### src/rtl/discharge_pkg.sv
// Shared types and constants for the discharge pulse timing blocks.
package discharge_pkg;

  typedef enum logic [1:0] {
    IDLE,
    ON,
    OFF
  } pulse_state_t;

  localparam logic WAVE_CONT     = 1'b0;
  localparam logic WAVE_SINGLE   = 1'b1;
  localparam int   WAVE_MODE_BIT = 0;

endpackage

### src/rtl/discharge_pulse_timer_if.sv
// Parameter inputs and pulse outputs of the discharge pulse timer.
interface discharge_pulse_timer_if #(
  parameter int CNT_W = 32
);

  logic             is_machine_spi;
  logic [15:0]      Ton_data;
  logic [15:0]      Toff_data;
  logic [15:0]      Ip_data;
  logic [15:0]      waveform_data;
  logic             gate_drive;
  logic             pulse_start;
  logic             pulse_end;
  logic [15:0]      ip_setpoint;
  logic             busy;
  logic [CNT_W-1:0] pulse_count;

  modport master (
    output is_machine_spi, Ton_data, Toff_data, Ip_data, waveform_data,
    input  gate_drive, pulse_start, pulse_end, ip_setpoint, busy, pulse_count
  );

  modport slave (
    input  is_machine_spi, Ton_data, Toff_data, Ip_data, waveform_data,
    output gate_drive, pulse_start, pulse_end, ip_setpoint, busy, pulse_count
  );

endinterface

### src/rtl/unit_tick_gen.sv
// Prescaler: counts 0..TICK_DIV-1 and flags the last cycle of each time unit.
module unit_tick_gen #(
  parameter int TICK_DIV = 100
) (
  input  logic clk,
  input  logic rst_n,
  input  logic clr,
  output logic tick
);

  localparam int            CW   = (TICK_DIV > 1) ? $clog2(TICK_DIV) : 1;
  localparam logic [CW-1:0] LAST = CW'(TICK_DIV - 1);

  logic [CW-1:0] cnt;

  assign tick = (cnt == LAST);

  // NOTE: sequential state is updated with <= so every flop samples pre-edge values.
  always_ff @(posedge clk or negedge rst_n) begin
    if (!rst_n) begin
      cnt <= '0;
    end else if (clr || tick) begin
      cnt <= '0;
    end else begin
      cnt <= cnt + CW'(1);
    end
  end

endmodule

### src/rtl/discharge_pulse_timer.sv
// Discharge gate-drive pulse generator; parameters are shadowed at period boundaries.
module discharge_pulse_timer
  import discharge_pkg::*;
#(
  parameter int TICK_DIV = 100,
  parameter int CNT_W    = 32
) (
  input logic                    clk,
  input logic                    rst_n,
  discharge_pulse_timer_if.slave bus
);

  pulse_state_t state;
  logic [15:0]  ton_q;
  logic [15:0]  toff_q;
  logic [15:0]  unit_cnt;
  logic         mode_q;
  logic         spi_d;
  logic         arm_flag;

  logic tick;
  logic clr;
  logic arm;
  logic entry_ok;
  logic stop;
  logic on_done;
  logic off_done;
  logic start_now;
  logic unused_wave_bits;

  assign unused_wave_bits = ^bus.waveform_data[15:1];

  // Single-shot needs a fresh enable edge; continuous is always armed.
  assign arm       = (bus.waveform_data[WAVE_MODE_BIT] == WAVE_CONT) || arm_flag;
  assign entry_ok  = bus.is_machine_spi && (bus.Ton_data != '0) &&
                     (bus.Toff_data != '0) && arm;
  assign stop      = (state == ON) && !bus.is_machine_spi;
  assign on_done   = (state == ON) && tick && (unit_cnt == ton_q - 16'd1);
  assign off_done  = (state == OFF) && tick && (unit_cnt == toff_q - 16'd1);
  assign start_now = ((state == IDLE) && entry_ok) ||
                     (off_done && entry_ok && (mode_q == WAVE_CONT));
  assign clr       = (state == IDLE) || stop;

  unit_tick_gen #(
    .TICK_DIV(TICK_DIV)
  ) u_unit_tick_gen (
    .clk  (clk),
    .rst_n(rst_n),
    .clr  (clr),
    .tick (tick)
  );

  always_ff @(posedge clk or negedge rst_n) begin
    if (!rst_n) begin
      state           <= IDLE;
      ton_q           <= '0;
      toff_q          <= '0;
      mode_q          <= WAVE_CONT;
      unit_cnt        <= '0;
      spi_d           <= 1'b0;
      arm_flag        <= 1'b0;
      bus.gate_drive  <= 1'b0;
      bus.pulse_start <= 1'b0;
      bus.pulse_end   <= 1'b0;
      bus.busy        <= 1'b0;
      bus.ip_setpoint <= '0;
      bus.pulse_count <= '0;
    end else begin
      spi_d           <= bus.is_machine_spi;
      bus.pulse_start <= 1'b0;
      bus.pulse_end   <= 1'b0;
      if (bus.is_machine_spi && !spi_d) begin
        arm_flag <= 1'b1;
      end

      if (start_now) begin
        // Latch point: later assignments to arm_flag win over the edge set above.
        state           <= ON;
        ton_q           <= bus.Ton_data;
        toff_q          <= bus.Toff_data;
        mode_q          <= bus.waveform_data[WAVE_MODE_BIT];
        bus.ip_setpoint <= bus.Ip_data;
        unit_cnt        <= '0;
        arm_flag        <= 1'b0;
        bus.gate_drive  <= 1'b1;
        bus.pulse_start <= 1'b1;
        bus.busy        <= 1'b1;
      end else begin
        case (state)
          ON: begin
            if (stop || on_done) begin
              state           <= OFF;
              unit_cnt        <= '0;
              bus.gate_drive  <= 1'b0;
              bus.pulse_end   <= 1'b1;
              bus.pulse_count <= bus.pulse_count + CNT_W'(1);
            end else if (tick) begin
              unit_cnt <= unit_cnt + 16'd1;
            end
          end
          OFF: begin
            if (off_done) begin
              state    <= IDLE;
              unit_cnt <= '0;
              bus.busy <= 1'b0;
            end else if (tick) begin
              unit_cnt <= unit_cnt + 16'd1;
            end
          end
          default: state <= IDLE;
        endcase
      end
    end
  end

endmodule

### src/flat_wrapper.sv
// flat-port wrapper written by rule: the top's interface ports become plain ports
module discharge_pulse_timer_flat import discharge_pkg::*;
#(
  parameter int TICK_DIV = 100,
  parameter int CNT_W    = 32
)
  (clk, rst_n, bus_is_machine_spi, bus_Ton_data, bus_Toff_data, bus_Ip_data, bus_waveform_data, bus_gate_drive, bus_pulse_start, bus_pulse_end, bus_ip_setpoint, bus_busy, bus_pulse_count);
  discharge_pulse_timer_if #(.CNT_W(CNT_W)) bus_i ();
  input logic clk;
  input logic rst_n;
  input wire logic [$bits(bus_i.is_machine_spi)-1:0] bus_is_machine_spi;
  input wire logic [$bits(bus_i.Ton_data)-1:0] bus_Ton_data;
  input wire logic [$bits(bus_i.Toff_data)-1:0] bus_Toff_data;
  input wire logic [$bits(bus_i.Ip_data)-1:0] bus_Ip_data;
  input wire logic [$bits(bus_i.waveform_data)-1:0] bus_waveform_data;
  output wire logic [$bits(bus_i.gate_drive)-1:0] bus_gate_drive;
  output wire logic [$bits(bus_i.pulse_start)-1:0] bus_pulse_start;
  output wire logic [$bits(bus_i.pulse_end)-1:0] bus_pulse_end;
  output wire logic [$bits(bus_i.ip_setpoint)-1:0] bus_ip_setpoint;
  output wire logic [$bits(bus_i.busy)-1:0] bus_busy;
  output wire logic [$bits(bus_i.pulse_count)-1:0] bus_pulse_count;
  assign bus_i.is_machine_spi = bus_is_machine_spi;
  assign bus_i.Ton_data = bus_Ton_data;
  assign bus_i.Toff_data = bus_Toff_data;
  assign bus_i.Ip_data = bus_Ip_data;
  assign bus_i.waveform_data = bus_waveform_data;
  assign bus_gate_drive = bus_i.gate_drive;
  assign bus_pulse_start = bus_i.pulse_start;
  assign bus_pulse_end = bus_i.pulse_end;
  assign bus_ip_setpoint = bus_i.ip_setpoint;
  assign bus_busy = bus_i.busy;
  assign bus_pulse_count = bus_i.pulse_count;
  discharge_pulse_timer #(.TICK_DIV(TICK_DIV), .CNT_W(CNT_W)) u_core (.clk(clk), .rst_n(rst_n), .bus(bus_i));
endmodule
### config.mk
export PLATFORM = sky130hd
export DESIGN_NAME = discharge_pulse_timer_flat
export DESIGN_NICKNAME = d
export VERILOG_FILES = /design/src/rtl/discharge_pkg.sv /design/src/rtl/discharge_pulse_timer_if.sv /design/src/rtl/unit_tick_gen.sv /design/src/rtl/discharge_pulse_timer.sv /design/src/flat_wrapper.sv
export SDC_FILE = /design/constraint.sdc
export NUM_CORES = 1
export LEC_CHECK = 0
export ABC_AREA = 1
export CAP_MARGIN = 20
export CORE_MARGIN = 3
export CORE_UTILIZATION = 40
export CTS_CLUSTER_DIAMETER = 50
export DETAILED_ROUTE_END_ITERATION = 16
export PLACE_DENSITY_LB_ADDON = 0.3
export SYNTH_ARGS = -nofsm -noshare
export SYNTH_HDL_FRONTEND = slang
export SYNTH_SLANG_ARGS = --single-unit
### constraint.sdc
create_clock -name clk -period 2.6 [get_ports clk]
set_clock_uncertainty 0.1 [all_clocks]
set_input_delay 0.52 -clock clk [delete_from_list [all_inputs] [get_ports clk]]
set_output_delay 0.52 -clock clk [all_outputs]
set_load 0.02 [all_outputs]
# Word-level counts from Yosys, hierarchy flattened

Cells that the tools add are included.

Add/subtract/negate cells: 5
Equality and inequality tests: 7
Mux-type cells: 22
Bitwise operators: 3
Reductions and logical operators: 32

Operator list:

| kind                                                                   | count |
|---|---|
| 16-bit two-way mux                                                     | 4 |
| 32-bit by 1-bit adder with 32-bit output (second input constant)       | 1 |
| 16-bit equality test                                                   | 2 |
| 16-bit case mux with 2 select lines                                    | 1 |
| 16-bit nonzero test                                                    | 2 |
| 16-bit by 1-bit subtractor with 16-bit output (second input constant)  | 2 |
| 16-bit by 1-bit adder with 16-bit output (second input constant)       | 1 |
| 1-bit logical AND                                                      | 12 |
| 1-bit two-way mux                                                      | 12 |
| 2-bit nonzero test                                                     | 5 |
| 7-bit by 1-bit adder with 7-bit output (second input constant)         | 1 |
| 7-bit equality test (second input constant)                            | 1 |
| 7-bit two-way mux                                                      | 1 |
| 2-bit two-way mux                                                      | 3 |
| 2-bit AND reduction                                                    | 3 |
| 1-bit logical OR                                                       | 5 |
| 2-bit case mux with 2 select lines                                     | 1 |
| 3-bit by 1-bit != test with 1-bit output (second input constant)       | 1 |
| 3-bit by 2-bit != test with 1-bit output (second input constant)       | 1 |
| 1-bit NOT                                                              | 3 |
| 3-bit AND reduction                                                    | 1 |
| 3-bit nonzero test                                                     | 1 |
| 2-bit by 1-bit equality test with 1-bit output (second input constant) | 1 |
| 2-bit equality test (second input constant)                            | 1 |
| other kinds (2)                                                        | 3 |

Bits in registers: 112

# Depth between registers and ports, before layout

Gate-level depths: netlist of the first run.

Depth in word-level cells: 9
Mapped depth: 20
Mapped depth without buffers: 19

# Modules after synthesis

Synthesis of the first run repeated with hierarchy kept, for this count alone.

Cells, all modules: 982
Area, all modules: 6902.9 um^2

By module, submodules not included:

| module                | times used | cells each | area each (um^2) | seq. area each (um^2) |
|---|---|---|---|---|
| discharge_pulse_timer | 1          | 940        | 6536.3           | 2627.5 |
| unit_tick_gen         | 1          | 42         | 366.6            | 175.2 |

# Worst setup path after synthesis of the first run

OpenSTA, ideal clock, no wires.

Path kind: register -> register
From: register u_core.toff_q[0]
To: register u_core.bus.ip_setpoint[0]
Setup time: 0.116 ns
Data arrival time: 2.019 ns
Required time: 2.384 ns
Slack: 0.365 ns
Cell stages (with the launch flop): 18
Path buffers: 2
Clock period less this slack: 2.235 ns
Cell sequence: dfrtp_1 > inv_2 > ha_1 > nand2_2 > nor2_2 > nand2_1 > nand2_1 > nand2_1 > nor2_1 > nand2_1 > nor2_2 > nand3_1 > nand2_1 > nand3_2 > buf_2 > buf_2 > nand2_1 > nand2_1

Cells in the longest elaborated chain, start to end: 6

RTL lines:

| element                                       | line                           | text |
|---|---|---|
| start, declared                               | discharge_pulse_timer.sv:15    | `logic [15:0] toff_q;` |
| start signal, assigned                        | discharge_pulse_timer.sv:80    | `toff_q <= bus.Toff_data;` |
| 16-bit by 1-bit subtractor with 16-bit output | discharge_pulse_timer.sv:39    | `assign off_done = (state == OFF) && tick && (unit_cnt == toff_q - 16'd1);` |
| 16-bit equality test                          | discharge_pulse_timer.sv:39    |  |
| 1-bit logical AND                             | discharge_pulse_timer.sv:39    |  |
| 1-bit logical AND (2 in a row)                | discharge_pulse_timer.sv:41    | `(off_done && entry_ok && (mode_q == WAVE_CONT));` |
| 1-bit logical OR                              | discharge_pulse_timer.sv:40    | `assign start_now = ((state == IDLE) && entry_ok) \|\|` |
| end signal, assigned                          | discharge_pulse_timer.sv:82    | `bus.ip_setpoint <= bus.Ip_data;` |
| end, declared                                 | discharge_pulse_timer_if.sv:25 | `output gate_drive, pulse_start, pulse_end, ip_setpoint, busy, pulse_count` |

No other way between the ends.
A chain may end at the register's enable or synchronous reset.

# Final worst setup path of the first run

From: register u_core.toff_q[1]
To: register u_core.bus.pulse_count[12]

Cells in the longest elaborated chain, start to end: 8

RTL lines:

| element                                       | line                           | text |
|---|---|---|
| 16-bit by 1-bit subtractor with 16-bit output | discharge_pulse_timer.sv:39    |  |
| 16-bit equality test                          | discharge_pulse_timer.sv:39    |  |
| 1-bit logical AND                             | discharge_pulse_timer.sv:39    |  |
| 1-bit logical AND (2 in a row)                | discharge_pulse_timer.sv:41    |  |
| 1-bit logical OR                              | discharge_pulse_timer.sv:40    |  |
| 1-bit NOT (no line)                           | -                              |  |
| 3-bit AND reduction (no line)                 | -                              |  |
| end signal, assigned                          | discharge_pulse_timer.sv:96    | `bus.pulse_count <= bus.pulse_count + CNT_W'(1);` |
| end, declared                                 | discharge_pulse_timer_if.sv:25 |  |

No other way between the ends.

==> results of run 1 <==
-- report_power, final --
part / switching, µW / internal (µW)
combinational: 60.2 / 76.8
clock: 691 / 854
sequential: 0.241 / 1740
total: 752 / 2670
-- how the worst max path moves through the flow --
stage | endpoint | slack [ps] | depth (start not counted)
6_report | u_core.bus.pulse_count[12]$_DFFE_PN0P_ | 20 | 18
5_1_grt | u_core.bus.pulse_count[28]$_DFFE_PN0P_ | -140 | 19
4_1_cts | u_core.state[0]$_DFFE_PN0P_ | 20 | 18
3_5_place_dp | u_core.bus.pulse_count[6]$_DFFE_PN0P_ | -70 | 18
3_3_place_gp | u_core.bus.pulse_count[6]$_DFFE_PN0P_ | -20 | 18
2_1_floorplan | u_core.bus.ip_setpoint[0]$_DFFE_PN0N_ | 370 | 17
-- area by class of cell --
| class | instances | area, µm² | share of cell area |
|---|---|---|---|
| multi-input cells | 801 | 4090 | 0.430 |
| inverters | 86 | 330 | 0.0347 |
| flip-flops and latches | 112 | 2800 | 0.295 |
| repair buffers | 161 | 1680 | 0.176 |
| well taps | 225 | 282 | 0.0296 |
| clock buffers | 9 | 225 | 0.0237 |
| clock inverters | 7 | 101 | 0.0107 |
-- sequential cells by signal (all words and copies together), names as in the netlist --
signal	count
u_core.spi_d	1
u_core.state	2
u_core.bus.pulse_count	32
u_core.bus.busy	1
u_core.u_unit_tick_gen.cnt	7
u_core.bus.pulse_start	1
u_core.arm_flag	1
u_core.toff_q	16
u_core.bus.gate_drive	1
u_core.bus.ip_setpoint	16
u_core.bus.pulse_end	1
u_core.ton_q	16
u_core.mode_q	1
u_core.unit_cnt	16
-- cell usage after synthesis, types with 8 or more instances --
library cell  number
nor4_1            21
buf_2             21
ha_1               8
nand4_1           30
nand2_1          430
o21ai_1           11
nor2_2             9
inv_1             83
dfrtp_1          112
a21oi_1           12
o21ai_0           23
xnor2_1           28
nor2_1           100
xor2_1            43
nor3_1            23
nand3_1           42
-- per-stage QoR --
stage	hold WS [ps]	total power [µW]	setup slack, ps	utilization	instance area, µm²
final	38.8	3420	16.8	0.546	9510
after global routing	71.4	3540	-143	0.546	9510
after CTS	67.4	3450	16.5	0.520	9060
after detailed placement	358	1910	-69.4	0.500	8700
after global placement	351	1910	-19.7	0.500	8700
after floorplan	124	1780	365	-	7160
-- per-layer routing --
metal,GRT usage,share of wire,up-vias
met5,0,0,-
met4,0.0734,0.026,0
met3,0.0375,0.042,37
met2,0.334,0.49,159
met1,0.273,0.45,3241
li1,-,-,3532
-- kinds of logic (layout without fill, tap and decap cells) --
logic type / count (synthesis) / after routing / share of synthesized area
AND/OR/NAND/NOR: 671 / 671 / 0.392
flip-flops: 112 / 112 / 0.391
AO/OA/AOI/OAI: 51 / 51 / 0.0376
adder cells (fa/ha/maj): 8 / 8 / 0.0140
XOR/XNOR: 71 / 71 / 0.0868
buffers and inverters: 124 / 263 / 0.0778
-- worst reg2reg max path, cell delays in order (launching register included) --
cell       delay, ps
dfrtp_1          410
inv_2            100
ha_4             180
nand2_2          100
nand3_2           80
nand2_1           70
nor2_2           110
nand2_1           80
nor2_2           130
nand2_1           90
nor2_4           180
nand3_2          100
nand2_2          100
nand3_4          140
nand2_4          180
inv_6             70
clkbuf_16        170
nand2_1           60
nand2_1           50
-- what timing repair did --
action,in CTS,in global routing
pin swaps,0,21
buffers inserted,0,6
gates cloned,0,5
hold endpoints to repair,0,0
gates resized for setup,9,94
endpoints found under the setup margin,86,104
==> flow_summary.yaml, run 1 <==
cts:
  numClockSinks: 112
  clk_path_buf_depth: 2
  numCtsBuffers: 9
  root_buffer: "clkbuf_16"
  clk_pin_slew_ps: 70
  cts_hold_buf: 0
  htreeDepth: 3
  clkLatencyLatePin_ps: 370
  cts_tree: "yes"
setup_path:
  crit_arrival_ps: 2740
  crit_path_start: "u_core.toff_q[1]$_DFFE_PN0N_"
  critical_path.top_delay_family: "simple AND/OR/NAND/NOR gates"
  crit_buf_inv: 3
  worstReg2RegStart: "u_core.toff_q[1]$_DFFE_PN0N_"
  cp_slowest_cell: "dfrtp_1"
  crit_path_cell_trace: "inv_2 -> ha_4 -> nand2_2 -> nand3_2 -> nand2_1 -> nor2_2 -> nand2_1 -> nor2_2 -> nand2_1 -> nor2_4 -> nand3_2 -> nand2_2 -> nand3_4 -> nand2_4 -> inv_6 -> clkbuf_16 -> nand2_1 -> nand2_1"
  worst-setup-path-type: "flop to flop"
  critPathRequiredTime_ps: 2760
  reg2reg_slack_ps: 20
  worstPathMaxFanout: 7
  reg2reg_depth: 18
  startpoint_type: "flop"
  max_stage_delay_ps: 410
  cpMostUsedCell: "nand2_1"
  r2r_end: "u_core.bus.pulse_count[12]$_DFFE_PN0P_"
  crit_path_end_kind: "flop"
final_layout:
  layout_commonest_cell: "nand2_1"
  nNetsFinal: 1246
  drive_above_1_share: 0.142
  antenna_cells: 0
  layout_common_cells: "nand2_1 (379), dfrtp_1 (111), clkdlybuf4s50_1 (102)"
  fin_cells: 1401
  n_fill_cell: 1651
  synthToLayoutAreaGrowth_pct: 32.8
route:
  wl_per_cell_um: 14.6
  drt_iter0_markers: 606
  vias: 6969
  viasPerCell: 4.97
  postRouteAntennaNets: 0
  drt_first_pass_iters: 5
  routed_wl_mm: 20.4
  drc: 0
power:
  peakVddDrop_uv: 299
  leakage_uw: 0.00467
  cellPowerDensity_nw_per_um2: 360
grt:
  grt_overflow: 0
  grt_pass1_vias: 6776
  grt_max_degree: 57
  grt_usage: 0.205
  antenna_found_initial: 0
  grt_pass1_wl_mm: 32.9
die:
  rows: 48
  core_um2: 17400
  die_area_um2: 19500
  die_h_um: 140
  io_pins: 119
  initial_utilization: 0.411
  fp.dieW_um: 140
synth:
  yosys.cell_types.count: 32
  synth.ff_latch_count: 112
  synth_area_um2: 7160
  synth_area_leaders: "dfrtp_1 (39%), nand2_1 (23%), xor2_1 (5.3%)"
  synthArstFlopShare: 1.00
  synth.net_count: 1112
  postSynthAreaPerCell_um2: 6.91
  ys.flop_type: "dfrtp_1"
  synth_cells: 1037
  synth_top_area_cell: "dfrtp_1"
  seq_area_frac_synth: 0.391
  synth_edf_count: 0
  synth_top_area_share: 0.391
  yosys_warnings: 0
hold_path:
  hold_path.class: "input port to asynchronous set/reset pin"
sta:
  finalMaxSlewViolations: 0
  finalSetupTns_ps: 0
  grt_setup_unrepaired: "true"
  period_needed_ps: 2580
  finalHoldViolCount: 0
  finalCritPeriodShare: 0.994
  slew-limit-headroom: 0.689
  setup_viol: 0
  worst_pin_slew_ps: 461
  max_freq_ghz: 0.387
placement:
  gp_congestion: 0.940
  dp_hpwl_mm: 14.9
  portBuffers: 103
  dp.cells: 1374
flow_run:
  drv_cap: 0
outcome:
  status: "completed"
Power figures use the tool's default switching activity.
==> inputs of run 2 (changes only) <==
--- a/config.mk
+++ b/config.mk
@@ -6,7 +6,6 @@
 export NUM_CORES = 1
 export LEC_CHECK = 0
 export ABC_AREA = 1
-export CAP_MARGIN = 20
 export CORE_MARGIN = 3
 export CORE_UTILIZATION = 40
 export CTS_CLUSTER_DIAMETER = 50
==> results of run 2 <==
The final DEF is identical to that of run 1; final timing and power are the same.
